==> config.mk <==
export PLATFORM = sky130hd
export DESIGN_NAME = cpu_mem_responder
export DESIGN_NICKNAME = d
export VERILOG_FILES = /design/src/rtl/cpu_mem_responder.sv
export SDC_FILE = /design/constraint.sdc
export NUM_CORES = 1
export LEC_CHECK = 0
export ABC_AREA = 1
export CORE_ASPECT_RATIO = 1.2
export CORE_MARGIN = 8
export CORE_UTILIZATION = 40
export CTS_BUF_LIST = sky130_fd_sc_hd__clkbuf_2
export CTS_CLUSTER_SIZE = 30
export DETAILED_ROUTE_END_ITERATION = 6
export HOLD_SLACK_MARGIN = 0.12
export SLEW_MARGIN = 20
export SYNTH_ARGS = -nofsm -noshare
export SYNTH_HDL_FRONTEND = slang
export SYNTH_SLANG_ARGS = --single-unit
==> constraint.sdc <==
create_clock -name clk -period 3.8 [get_ports clk]
set_clock_uncertainty 0.2 [all_clocks]
set_input_delay 0.76 -clock clk [delete_from_list [all_inputs] [get_ports clk]]
set_output_delay 0.76 -clock clk [all_outputs]
set_load 0.01 [all_outputs]
==> src/rtl/cpu_mem_responder.sv <==
// Purpose: memory-side responder for the CPU load/store/fetch port; splits 8/16/32/48-bit accesses into byte accesses on a byte-wide synchronous RAM.
// Latency: a read stalls the CPU for N+2 cycles and a write for N+1 cycles (N = 1,2,4,6 bytes); read data appears in the one-cycle DONE state.
// Backpressure: cpu_enable is held low while a transaction is in flight; requests presented in DONE are ignored.
module cpu_mem_responder #(
    parameter int ADDR_W = 16
) (
    input  logic              clk,
    input  logic              reset_n,
    input  logic              cpu_req_rd,
    input  logic              cpu_req_wr,
    input  logic [1:0]        cpu_req_sz,
    input  logic [31:0]       cpu_addr,
    input  logic [47:0]       cpu_data_out,
    output logic              cpu_enable,
    output logic [47:0]       cpu_data_in,
    output logic [ADDR_W-1:0] mem_addr,
    output logic              mem_we,
    output logic [7:0]        mem_wdata,
    input  logic [7:0]        mem_rdata
);

    typedef enum logic [1:0] {
        IDLE = 2'd0,
        RD   = 2'd1,
        WR   = 2'd2,
        DONE = 2'd3
    } state_t;

    state_t            state;
    state_t            state_nxt;

    // Latched request; the CPU bus is not assumed stable after acceptance.
    logic [ADDR_W-1:0] base_addr;
    logic [2:0]        nbytes;
    logic [47:0]       wdata_lat;

    // Byte counter: in RD it counts cycles (issue index and capture index + 1),
    // in WR it is the index of the byte currently on the RAM port.
    logic [2:0]        cnt;
    logic [2:0]        cnt_inc;
    logic [2:0]        last_idx;
    logic [ADDR_W-1:0] addr_next;

    // Read assembly register, filled one byte per cycle as RAM data returns.
    logic [47:0]       shadow;
    logic [47:0]       shadow_nxt;

    logic              req;

    // Upper address bits beyond the RAM size are deliberately ignored.
    generate
        if (ADDR_W < 32) begin : g_addr_trunc
            logic unused_addr_hi;
            assign unused_addr_hi = ^cpu_addr[31:ADDR_W];
        end
    endgenerate

    // Number of bytes moved for each request size code.
    function automatic logic [2:0] size_to_bytes(input logic [1:0] sz);
        logic [2:0] n;
        case (sz)
            2'd0:    n = 3'd1;
            2'd1:    n = 3'd2;
            2'd2:    n = 3'd4;
            default: n = 3'd6;
        endcase
        return n;
    endfunction

    // Keeps the low n byte lanes of a 48-bit word, zeroes the rest.
    function automatic logic [47:0] lane_mask(input logic [2:0] n);
        logic [47:0] m;
        m = '0;
        for (int i = 0; i < 6; i++) begin
            if (3'(i) < n) begin
                m[8*i +: 8] = 8'hFF;
            end
        end
        return m;
    endfunction

    // Selects byte lane idx of a 48-bit little-endian word.
    function automatic logic [7:0] byte_sel(input logic [47:0] d, input logic [2:0] idx);
        logic [7:0] b;
        case (idx)
            3'd0:    b = d[7:0];
            3'd1:    b = d[15:8];
            3'd2:    b = d[23:16];
            3'd3:    b = d[31:24];
            3'd4:    b = d[39:32];
            default: b = d[47:40];
        endcase
        return b;
    endfunction

    assign req       = cpu_req_rd | cpu_req_wr;
    assign cnt_inc   = cnt + 3'd1;
    assign last_idx  = nbytes - 3'd1;
    // Byte addresses wrap modulo 2^ADDR_W by natural truncation of the add.
    assign addr_next = base_addr + {{(ADDR_W-3){1'b0}}, cnt_inc};

    // State register.
    always_ff @(posedge clk) begin
        if (!reset_n) begin
            state <= IDLE;
        end else begin
            state <= state_nxt;
        end
    end

    // Next-state logic: reads take N+1 cycles in RD (one extra for RAM latency),
    // writes take N cycles in WR, DONE is always a single cycle.
    always_comb begin
        state_nxt = state;
        case (state)
            IDLE: begin
                if (cpu_req_rd) begin
                    state_nxt = RD;
                end else if (cpu_req_wr) begin
                    state_nxt = WR;
                end
            end
            RD: begin
                if (cnt == nbytes) begin
                    state_nxt = DONE;
                end
            end
            WR: begin
                if (cnt == last_idx) begin
                    state_nxt = DONE;
                end
            end
            default: state_nxt = IDLE;
        endcase
    end

    // CPU stall output; forced low while reset is asserted.
    always_comb begin
        cpu_enable = 1'b0;
        if (reset_n) begin
            case (state)
                IDLE:    cpu_enable = !req;
                DONE:    cpu_enable = 1'b1;
                default: cpu_enable = 1'b0;
            endcase
        end
    end

    // Merge the byte returned by the RAM into the read assembly register;
    // the byte arriving in RD cycle k belongs to lane k-1.
    always_comb begin
        shadow_nxt = shadow;
        if (state == RD && cnt != 3'd0) begin
            case (cnt)
                3'd1:    shadow_nxt[7:0]   = mem_rdata;
                3'd2:    shadow_nxt[15:8]  = mem_rdata;
                3'd3:    shadow_nxt[23:16] = mem_rdata;
                3'd4:    shadow_nxt[31:24] = mem_rdata;
                3'd5:    shadow_nxt[39:32] = mem_rdata;
                default: shadow_nxt[47:40] = mem_rdata;
            endcase
        end
    end

    // Datapath: request latch, byte counter, registered RAM port and read result.
    always_ff @(posedge clk) begin
        if (!reset_n) begin
            base_addr   <= '0;
            nbytes      <= 3'd0;
            wdata_lat   <= '0;
            cnt         <= 3'd0;
            shadow      <= '0;
            cpu_data_in <= '0;
            mem_addr    <= '0;
            mem_we      <= 1'b0;
            mem_wdata   <= 8'd0;
        end else begin
            case (state)
                IDLE: begin
                    cnt    <= 3'd0;
                    mem_we <= 1'b0;
                    if (req) begin
                        base_addr <= cpu_addr[ADDR_W-1:0];
                        nbytes    <= size_to_bytes(cpu_req_sz);
                        wdata_lat <= cpu_data_out;
                        shadow    <= '0;
                        // Byte 0 goes out on the first RD/WR cycle.
                        mem_addr  <= cpu_addr[ADDR_W-1:0];
                        if (!cpu_req_rd) begin
                            mem_we    <= 1'b1;
                            mem_wdata <= cpu_data_out[7:0];
                        end
                    end
                end
                RD: begin
                    cnt    <= cnt_inc;
                    shadow <= shadow_nxt;
                    if (cnt < last_idx) begin
                        mem_addr <= addr_next;
                    end
                    if (cnt == nbytes) begin
                        cpu_data_in <= shadow_nxt & lane_mask(nbytes);
                    end
                end
                WR: begin
                    if (cnt == last_idx) begin
                        mem_we <= 1'b0;
                    end else begin
                        cnt       <= cnt_inc;
                        mem_addr  <= addr_next;
                        mem_wdata <= byte_sel(wdata_lat, cnt_inc);
                    end
                end
                default: begin
                    cnt    <= 3'd0;
                    mem_we <= 1'b0;
                end
            endcase
        end
    end

endmodule

Word-level counts from Yosys, hierarchy flattened
Cells that the tools add are included.
{"block": "op_classes", "n_addsub": 3, "magnitude_cmp": 7, "eq_ne": 23, "n_mux": 56, "bitwise_logic": 3, "n_reduce_logical": 17}
{"op": "$mux W8", "count": 33}
{"op": "$mux W48", "count": 2}
{"op": "$pmux W48 S2", "count": 1}
{"op": "$and A48 B48 Y48", "count": 1}
{"op": "$mux W16", "count": 3}
{"op": "$pmux W16 S3", "count": 1}
{"op": "$pmux W8 S5", "count": 1}
{"op": "$add A16 B3 Y16", "count": 1}
{"op": "$pmux W8 S2", "count": 1}
{"op": "$eq A3 B2 Y1 const B", "count": 4}
{"op": "$ne A2 B2 Y1 const B", "count": 5}
{"op": "$eq A3 B3 Y1 const B", "count": 3}
{"op": "$pmux W3 S3", "count": 1}
{"op": "$mux W2", "count": 4}
{"op": "$reduce_and A2 Y1", "count": 4}
{"op": "$reduce_and A4 Y1", "count": 2}
{"op": "$eq A2 B2 Y1 const B", "count": 3}
{"op": "$eq A3 B1 Y1 const B", "count": 2}
{"op": "$eq A3 B3 Y1", "count": 2}
{"op": "$lt A1 B3 Y1 const A", "count": 2}
{"op": "$lt A2 B3 Y1 const A", "count": 2}
{"op": "$lt A3 B3 Y1 const A", "count": 2}
{"op": "$pmux W2 S3", "count": 1}
{"op": "$pmux W3 S2", "count": 1}
{"op": "other kinds (20)", "count": 27}
{"block": "word_totals", "reg_bits": 193, "input_bits": 94, "out_inout_bits": 74, "wordCells": 119}

Longest topological paths before layout
Gate-level depths: netlist of run 1.
{"block": "depth", "ltp_word": 6, "depth_mapped": 13, "ltp_nobuf": 12}

Worst setup path before layout of run 1
Ideal clock, no wire load.
{"block": "synth_path", "path_type": "input to output", "start": "input reset_n", "end": "output cpu_enable", "t_arrival_ns": 1.511, "required_ns": 2.840, "slack_ns": 1.329, "stages": 4, "path_buffers": 2, "path_cell_list": "clkbuf_1 -> clkbuf_1 -> o21ai_0 -> nor2_1"}
{"block": "synth_via", "elab_chain_cells": 1}
{"element": "start, declared", "line": "8", "source": "input logic reset_n,"}
{"element": "$mux W1", "line": "140", "source": "if (reset_n) begin"}
{"element": "end, declared", "line": "14", "source": "output logic cpu_enable,"}
Every way passes these cells.

Final worst setup path of run 1
{"block": "layout_path", "start": "register state[0]", "end": "output cpu_enable"}
{"block": "layout_via", "elab_chain_cells": 3, "elab_cells_between_ends": 4, "classes_between": "eq/ne: 1; mux: 2; reduce/logical: 1"}
{"element": "start, declared", "line": "29", "source": "state_t state;"}
{"element": "start signal, assigned", "line": "107", "source": "state <= state_nxt;"}
{"element": "$eq A2 B2 Y1 / $logic_not A2 Y1 (equally long branches)", "line": "141", "source": "case (state)"}
{"element": "$pmux W1 S2 *", "line": "141"}
{"element": "$mux W1 *", "line": "140"}
Every way passes the cells marked *; elsewhere a longest branch is shown, timed or not.

==> impl_results.md, run 1 <==
* Buffer type at the clock tree root: clkbuf_2
* GP Congestion at 0.8444
* Flops & latches, synth at 193
* Starting Density at 40.63%
* Worst EP required at 2840 ps
* Largest net degree at the start of global routing at 66
* Internal at 3.577 mW
* Tcrit/Tclk final at 94.69%
* Clk pwr share at 15.5%
* Most common cell in the synthesized netlist: nand2_1
* Critical path cell sequence: inv_1 -> ha_2 -> nand2_1 -> nor2_1 -> o21ai_0 -> nor2_1 -> clkdlybuf4s50_1
* Via Count at 8412
* Cell Rows at 59
* Sequential fraction of the synthesis area at 43.81%
* Worst setup startpoint: state[0]
* Number of port buffers at 151
* F_max at 277.9 MHz
* Slew Viols, Final at 0
* Post-synthesis async set-or-reset flop share at 0%
* FF-to-FF path depth at 9
* Hold buffers post-CTS at 0
* DRC at 0
* Max IR drop VDD at 409.8 uV
* Mapped Area at 8818 um2
* DR pass1 iterations at 4
* Clk sink count at 193
* R2r endpoint: mem_addr[5]
* First-pass GRT wire length at 40.32 mm
* Worst skew pair latency at 750 ps
* Max-slew headroom at 27.76%
* Mapped Cells at 1290
* Worst-path clk slew at 220 ps
* Maximum clock path buffer count at 2
* Unrepaired setup endpoints after global routing: false
* Hold Crit Class: flop to flop
* Die area at 27070 um2
* WS Path Type: flop to primary output
* Synth warn at 0
* Total track usage at 18.64%
* CP dominant cell by count: nor2_1
* Net Count, Synth at 1402
* Final Hold Fails at 0
* Crit end category: primary output
* Final instance area at 10710 um2
* Critical path startpoint category: flop
* Slowest CP cell: clkdlybuf4s50_1
* Worst Path Arrival at 2640 ps
* CTS tree: yes
* Post-synth EDFFs at 0
* Sw Ratio at 41.82%
* Resized Gates After CTS at 0
* CP peak stage delay at 570 ps
* Synth-to-Final Area Change at 21.40%
* Post-CTS Setup Repair Bufs at 0
* Synth top area share at 43.81%
* Multi-input gate area at 4194 um2
* Status: finished, final reports clean
* CP max FO at 5
* WL/cell at 14.97 um
* Layout cell share with drive strength beyond 1 at 3.604%
* PD cells at 574.3 nW/um2
* Synth top area cells: dfxtp_1 44%, nand2_1 16%, a21oi_1 7.9%
* Sequential cell area at 3864 um2
* Lkg Pwr at 4.312 nW
* Initial DRC Count at 542
* FILL cells at 2274
* GRT overflow at 0
* Initial antenna violation count at 1
* Worst Setup EP: cpu_enable
* CTS buffer count at 17
* Ys flop type: dfxtp_1
* Synth cell types at 33
* Hpwl dp at 17.93 mm
* Worst-Margin Slew at 1082 ps
* R2r setup slk at 900 ps
* Setup TNS at 0 ps
* H-tree depth at 4
* IO Count at 168
* Final-stage net count at 1514
* Post-DRT Antenna Nets at 0
* Die X at 151.5 um
* Core Region at 21700 um2
* Die height at 178.7 um
* P_sw at 2.571 mW
* Combinational share of power at 41.7%
* Vias per cell at 4.978
* Tmin final at 3598 ps
* Worst R2R Start: state[0]
* Total wire length at 25.30 mm
* Area leader, netlist: dfxtp_1
* Seq pwr share at 42.8%
* Final setup fails at 0
* Max-Cap Viols at 0
* Most frequent cells after synthesis: 365 x nand2_1, 193 x dfxtp_1, 161 x nor2_1, 139 x a21oi_1, 127 x inv_1
* Post-DP Area at 10490 um2
* Mean Syn Cell Area at 6.836 um2
* Vias in the first global route at 7785
-- critical path: cells and delay by family (launching register included) --
kind                       cells  cell delay [ps]
buffers and inverters          2              690
and+or+nand+nor                3              470
AOI/OAI and AO/OA              1              110
adders and majority gates      1              250
DFF                            1              400
-- layout by cell type, fill, tap and decap left out, drive strengths merged, types with 3 or more instances in the layout --
cell type | synthesis | final
nand3 | 32 | 32
dfxtp | 193 | 193
a21oi | 139 | 139
ha | 17 | 17
clkbuf | 59 | 19
a22oi | 16 | 16
buf | 11 | 12
clkdlybuf4s50 | 0 | 151
nor2 | 162 | 162
clkinv | 2 | 9
o21ai | 94 | 94
o211a | 8 | 8
o22ai | 24 | 24
o211ai | 6 | 6
inv | 129 | 133
a211oi | 10 | 10
nand2 | 365 | 365
nand4 | 10 | 10
xnor2 | 3 | 3
-- routing by layer --
| layer | global-route usage (%) | up-vias | wire [um] |
|---|---|---|---|
| met1 | 23.51 | 3825 | 11450 |
| li1 | - | 4373 | - |
| met4 | 5.153 | 0 | 393 |
| met3 | 4.470 | 26 | 1388 |
| met5 | 0 | - | 0 |
| met2 | 31.10 | 188 | 12070 |
-- cell type report --
cell class	count	area share [%]
clock inverter	13	1.040
clock buffer	19	0.8883
multi-input combinational	896	39.18
inverter	131	4.617
antenna	1	0.02338
sequential	193	36.09
timing repair buffer	163	14.96
tap	274	3.202
-- cell families after synthesis --
group	Yosys count	synth area share [%]
adders and majority gates	18	2.639
DFF	193	43.81
xor gates and xnor gates	5	0.4967
buffers and inverters	201	8.783
AOI/OAI and AO/OA	301	18.96
and+or+nand+nor	572	25.31
-- power by group through the flow --
stage | Sequential (mW) | Clock, mW | Combinational [mW]
2_1_floorplan | 2.69 | 0 | 1.54
3_3_place_gp | 2.66 | 0 | 2.55
3_5_place_dp | 2.67 | 0 | 2.58
4_1_cts | 2.63 | 1.00 | 2.58
5_1_grt | 2.68 | 1.07 | 2.83
6_report | 2.63 | 0.954 | 2.56
-- sequential cells by signal, indices dropped and copies added (netlist names) --
name	cells
mem_addr	16
mem_we	1
cnt	3
cpu_data_in	48
mem_wdata	8
nbytes	3
state	2
shadow	48
base_addr	16
wdata_lat	48
-- stage by stage --
| step | util, % | total power [mW] | worst slack (ps) | hold WS [ps] | std cells |
|---|---|---|---|---|---|
| detailed placement | 48.35 | 5.245 | 352.2 | 252.8 | 1657 |
| global placement | 48.35 | 5.215 | 354.9 | 247.3 | 1657 |
| CTS | 49.30 | 6.213 | 77.30 | 226.3 | 1689 |
| finish | 49.33 | 6.148 | 201.8 | 275.2 | 1690 |
| floorplan | - | 4.230 | 1329 | 234.5 | 1290 |
| global route | 49.33 | 6.584 | 12.43 | 222.5 | 1690 |
-- how the worst min path moves through the flow --
| stage | slack [ps] | end | from | depth (start not counted) |
|---|---|---|---|---|
| 2_1_floorplan | 230 | wdata_lat[23] | wdata_lat[23] | 2 |
| 3_3_place_gp | 250 | shadow[29] | shadow[29] | 2 |
| 3_5_place_dp | 250 | wdata_lat[23] | wdata_lat[23] | 2 |
| 4_1_cts | 230 | wdata_lat[9] | cpu_data_out[9] | 3 |
| 5_1_grt | 220 | base_addr[5] | cpu_addr[5] | 3 |
| 6_report | 280 | wdata_lat[23] | wdata_lat[23] | 2 |
Note: power is estimated with default switching activity, not from simulation.
==> run 2: changes to the inputs <==
RECOVER_POWER = 100   (was not set)
REMOVE_ABC_BUFFERS = 1   (was not set)
==> run 2 against run 1 <==
The flow now finishes with violations (capacitance limit, slew limit). First-iteration DRC count is 5.7% higher. Largest cell class unchanged. Via count is 0.39% lower. Largest power group unchanged. Core utilization is 0.32 points higher. Fmax is 0.58% lower. Highest routed layer unchanged. Hold slack better by 4.5 ps.
==> impl_results.md, run 2 (synthesis gave the netlist of run 1 again) <==
* Status: finished, violations left
* Failing checks: capacitance limit, slew limit
* Buffer type at the clock tree root: clkbuf_2
* First-pass GRT wire length at 40.28 mm (about the same)
* Vias per cell at 4.952 (-0.51%)
* Tcrit/Tclk final at 95.25% (+0.56 points)
* GRT overflow at 0 (unchanged)
* Sw Ratio at 41.96% (+0.13 points)
* Lkg Pwr at 4.543 nW (+5.4%)
* DR pass1 iterations at 5 (+1)
* Final setup fails at 0 (unchanged)
* Die area at 27070 um2 (unchanged)
* Total wire length at 24.98 mm (-1.3%)
* Biggest regs: cpu_data_in: 48 flops, shadow: 48 flops, wdata_lat: 48 flops
* Combinational share of power at 40.4% (-1.3 points)
* P_sw at 2.607 mW (+1.4%)
* Met2 WL at 11.81 mm (-2.1%)
* Worst-Margin Slew at 1986 ps (+903.8 ps)
* Internal at 3.607 mW (+0.83%)
* Post-CTS Setup Repair Bufs at 0 (unchanged)
* Slew Viols, Final at 42 (+42)
* IO Count at 168 (unchanged)
* Die X at 151.5 um (unchanged)
* Maximum clock path buffer count at 2 (unchanged)
* Final Non-Filler Cells at 1692 (+0.12%)
* H-tree depth at 4 (unchanged)
* CP max FO at 104 (+99)
* DR WL met3 at 1.515 mm (+9.1%)
* FILL cells at 2251 (-1.0%)
* Critical path startpoint category: input pin
* Slack of the critical path at 180.6 ps (-21.15 ps)
* Vias in the first global route at 7883 (+1.3%)
* Final-stage net count at 1516 (+0.13%)
* Post-Place Worst Slack at 341.1 ps (-11.12 ps)
* Placed Cells incl. Taps at 1659 (+0.12%)
* WS Path Type: input pin to flop
* F_max at 276.3 MHz (-0.58%)
* Via Count at 8379 (-0.39%)
* Initial DRC Count at 573 (+5.7%)
* Synth-to-Final Area Change at 22.18%
* Cell Rows at 59 (unchanged)
* Initial antenna violation count at 1 (unchanged)
* GP Congestion at 0.7948 (-5.9%)
* Clk sink count at 193 (unchanged)
* Tmin final at 3619 ps (+21.15 ps)
* DRC at 0 (unchanged)
* Worst hold slack at 279.7 ps (+4.457 ps)
* PD cells at 576.7 nW/um2 (+0.42%)
* Max-slew headroom at -32.39% (-60 points)
* Unrepaired setup endpoints after global routing: false
* Core Region at 21700 um2 (unchanged)
* CTS tree: yes
* Worst-path clk slew at 280 ps (+60 ps)
* Commonest non-fill, non-tap cell in the layout: nand2_1
* Worst skew pair latency at 750 ps (about the same)
* Clk pwr share at 17.6% (+2.1 points)
* WL/cell at 14.76 um (-1.4%)
* Layout cell share with drive strength beyond 1 at 3.387% (-0.22 points)
* Hold Crit Class: flop to flop
* Worst EP required at 4300 ps (+1460 ps)
* Worst Path Arrival at 4120 ps (+1480 ps)
* Final Hold Fails at 0 (unchanged)
* Starting Density at 40.63% (unchanged)
* Crit end category: flop
* Seq pwr share at 42.1% (-0.7 points)
* Hpwl dp at 16.82 mm (-6.2%)
* Largest net degree at the start of global routing at 105 (+59%)
* Most frequent cells in the layout: 365 x nand2_1, 193 x dfxtp_1, 161 x nor2_1
* Max-Cap Viols at 1 (+1)
* CTS buffer count at 17 (unchanged)
* M1 WL at 11.40 mm (-0.43%)
* DR top layer: met4
* Post-DRT Antenna Nets at 0 (unchanged)
* Setup TNS at 0 ps (unchanged)
* Pwr Total at 6.213 mW (+1.1%)
* Number of port buffers at 151 (unchanged)
* Die height at 178.7 um (unchanged)
* Total track usage at 18.48% (-0.16 points)
* Max IR drop VDD at 293.6 uV (-28%)
[run 2: cell count changes in the layout (fill, tap and decap cells not counted), moves of 3 or more]
cell and delta:
inv_8 +3, clkbuf_1 +5, clkinv_2 -4, dlygate4sd3_1 +73, clkdlybuf4s50_1 -73, buf_4 -5, clkinv_4 +3
[run 2: worst max-delay path, cell delays in order]
cell	delay (ps)
clkdlybuf4s50_1	560
clkbuf_1	1440
inv_4	650
buf_12	460
a21oi_1	180
[run 2: power groups by stage]
| stage | Combinational [mW] | Sequential, mW | Clock (mW) |
|---|---|---|---|
| global route | 2.81 | 2.67 | 1.22 |
| finish | 2.51 | 2.61 | 1.09 |
| detailed placement | 2.60 | 2.66 | 0 |
| floorplan | 1.43 | 2.70 | 0 |
| CTS | 2.62 | 2.62 | 1.15 |
| global placement | 2.59 | 2.66 | 0 |
[run 2: per-layer routing]
metal / global-route usage (%) / up-vias
met5: 0 / -
met4: 4.294 / 0
met3: 4.116 / 19
met2: 31.01 / 176
met1: 23.65 / 3809
li1: - / 4375
[run 2: cell type report]
cell class	count	area, um2	area share [%]
timing repair buffer	165	1623	15.06
tap	274	342.8	3.182
multi-input combinational	896	4188	38.87
clock buffer	17	85.08	0.7897
sequential	193	3864	35.86
clock inverter	15	175.2	1.626
inverter	131	494.2	4.587
antenna	1	2.502	0.02323
[run 2: path summary, 6_finish.rpt]
check                                    from         endpoint  slack, ps  depth (start not counted)
worst max-delay path                  reset_n   cpu_data_in[7]        180                          5
worst max register to register         cnt[0]  cpu_data_in[21]        410                          8
worst min-delay path            wdata_lat[23]    wdata_lat[23]        280                          2
worst min register to register  wdata_lat[23]    wdata_lat[23]        280                          2
[run 2: through the flow]
step                util (%)  cell area (um2)
CTS                    49.73            10790
global route           49.64            10770
global placement       48.54            10530
floorplan                  -             8536
finish                 49.64            10770
detailed placement     48.54            10530
[run 2: timing repair]
item                                    CTS  global route
hold buffers                              0             0
resized for setup                         0             2
endpoints found under the setup margin    0             1
==> run 3: changes to the inputs <==
CTS_BUF_LIST = not set   (was sky130_fd_sc_hd__clkbuf_2)
==> run 3 against run 2 <==
Fmax is 1.2% higher. Power is 12% higher. The flow now finishes without violations. Routed wire length is 0.11% higher. Via count is 0.48% higher. Cell count hardly changed. Global-route usage hardly changed. First-iteration DRC count is 1.6% lower. Non-clock buffer count stayed put. Sequential power hardly changed. Hold slack worse by 20 ps. Largest cell class unchanged. Core utilization is 1.5 points higher.
==> impl_results.md, run 3 (synthesis gave the netlist of run 1 again) <==
* Tmin final at 3577 ps (-42.68 ps)
* Number of port buffers at 151 (unchanged)
* Worst hold slack at 259.3 ps (-20.44 ps)
* Maximum clock path buffer count at 2 (unchanged)
* Core Region at 21700 um2 (unchanged)
* Post-Place Worst Slack at 341.1 ps (unchanged)
* Synth-to-Final Area Change at 25.89%
* Worst-path clk slew at 70 ps (-210 ps)
* Vias in the first global route at 7910 (+0.34%)
* Commonest non-fill, non-tap cell in the layout: nand2_1
* Hpwl dp at 16.82 mm (unchanged)
* Hold Crit Class: flop to flop
* Worst EP required at 2840 ps (-1460 ps)
* Worst setup startpoint: cpu_req_rd
* CP max FO at 3 (-97%)
* IO Count at 168 (unchanged)
* Max-slew headroom at 29.64% (+62 points)
* Pwr Total at 6.965 mW (+12%)
* Tcrit/Tclk final at 94.12% (-1.1 points)
* Crit end category: primary output
* FILL cells at 2209 (-1.9%)
* Post-DRT Antenna Nets at 0 (unchanged)
* Final Hold Fails at 0 (unchanged)
* Worst skew pair latency at 430 ps (-320 ps)
* GP Congestion at 0.7948 (unchanged)
* DRC at 0 (unchanged)
* Hold Path Origin: wdata_lat[23]
* Worst R2R Start: cnt[0]
* Buffer type at the clock tree root: clkbuf_16
* CTS tree: yes
* Worst Path Arrival at 2620 ps (-1500 ps)
* WS Path Type: input pin to primary output
* Die X at 151.5 um (unchanged)
* Initial antenna violation count at 0 (-1)
* PD cells at 627.4 nW/um2 (+8.8%)
* P_sw at 2.684 mW (+3.0%)
* F_max at 279.6 MHz (+1.2%)
* Slew Viols, Final at 0 (-100%)
* Internal at 4.280 mW (+19%)
* Hold buffers post-CTS at 0 (unchanged)
* Seq pwr share at 37.5% (-4.6 points)
* Max IR drop VDD at 369.6 uV (+26%)
* Post-CTS Setup Repair Bufs at 0 (unchanged)
* GRT overflow at 0 (unchanged)
* Lkg Pwr at 4.693 nW (+3.3%)
* Status: finished, final reports clean
* Resized Gates After CTS at 0 (unchanged)
* Largest net degree at the start of global routing at 105 (unchanged)
* First-pass GRT wire length at 40.37 mm (+0.22%)
* Total track usage at 18.48% (about the same)
* Slack of the critical path at 223.3 ps (+42.68 ps)
* Die area at 27070 um2 (unchanged)
* # diodes at 0 (-1)
* Vias per cell at 4.979 (+0.54%)
* Final-stage net count at 1516 (unchanged)
* Critical path startpoint category: input pin
* CTS buffer count at 17 (unchanged)
* Max-Cap Viols at 0 (-1)
* Die height at 178.7 um (unchanged)
* WL/cell at 14.79 um (+0.17%)
* Unrepaired setup endpoints after global routing: false
* Clk sink count at 193 (unchanged)
* H-tree depth at 4 (unchanged)
* DR pass1 iterations at 5 (unchanged)
* Worst-Margin Slew at 1055 ps (-930.4 ps)
* Sw Ratio at 38.54% (-3.4 points)
* Total wire length at 25.00 mm (+0.11%)
* Cell Rows at 59 (unchanged)
* Initial DRC Count at 564 (-1.6%)
* Layout cell share with drive strength beyond 1 at 3.317% (-0.071 points)
* Most frequent cells in the layout: 365 x nand2_1, 193 x dfxtp_1, 162 x nor2_1
* Biggest regs: cpu_data_in: 48 flops, shadow: 48 flops, wdata_lat: 48 flops
* Via Count at 8419 (+0.48%)
* Starting Density at 40.63% (unchanged)
* Final setup fails at 0 (unchanged)
* Final Core Density at 51.15% (+1.5 points)
* Clk pwr share at 26.9% (+9.3 points)
* Combinational share of power at 35.7% (-4.7 points)
run 3: changes by cell type in the layout (fill, tap and decap cells not counted), sizes merged:
cell,before,now
buf,9,8
clkdlybuf4s50,78,75
diode,1,0
clkinv,7,6
dlygate4sd3,73,76
clkbuf,22,24
run 3: routing by layer:
metal | wire length [um] | vias up | global-route usage, %
met2 | 11780 | 185 | 31.01
met1 | 11540 | 3840 | 23.78
met3 | 1378 | 18 | 3.965
met5 | 0 | - | 0
met4 | 300 | 0 | 4.213
li1 | - | 4376 | -
run 3: metrics by stage:
| stage | cells | setup TNS, ps | area, um2 |
|---|---|---|---|
| after floorplan | 1220 | -152150 | 8536 |
| after global routing | 1691 | 0 | 11100 |
| after global placement | 1659 | 0 | 10530 |
| after CTS | 1691 | 0 | 11140 |
| after detailed placement | 1659 | 0 | 10530 |
| final | 1691 | 0 | 11100 |
run 3: cell type report:
| cell class | instances | area, um2 | share of cell area, % |
|---|---|---|---|
| Clock buffer | 18 | 439.2 | 3.956 |
| Sequential cell | 193 | 3864 | 34.80 |
| Multi-Input combinational cell | 896 | 4172 | 37.57 |
| Timing Repair Buffer | 165 | 1622 | 14.61 |
| Tap cell | 274 | 342.8 | 3.088 |
| Clock inverter | 14 | 171.4 | 1.544 |
| Inverter | 131 | 491.7 | 4.429 |
run 3: path summary, 6_finish.rpt:
| path | slack [ps] | endpoint | cells after the start |
|---|---|---|---|
| setup reg to reg | 450 | cpu_data_in[21] | 8 |
| setup / recovery | 220 | cpu_enable | 7 |
| hold / removal | 260 | wdata_lat[23] | 2 |
| hold reg to reg | 260 | wdata_lat[23] | 2 |
run 3: critical path, cell delays in order:
cell and delay (ps):
dlygate4sd3_1 580, inv_1 80, nand2_1 70, nor2_1 190, o21ai_0 100, nor2_1 190, dlygate4sd3_1 640
run 3: power groups by stage:
stage	Combinational [mW]	Sequential, mW	Clock [mW]
floorplan	1.43	2.70	0
global placement	2.59	2.66	0
detailed placement	2.60	2.66	0
CTS	2.62	2.62	1.91
global route	2.80	2.66	1.99
finish	2.48	2.61	1.87
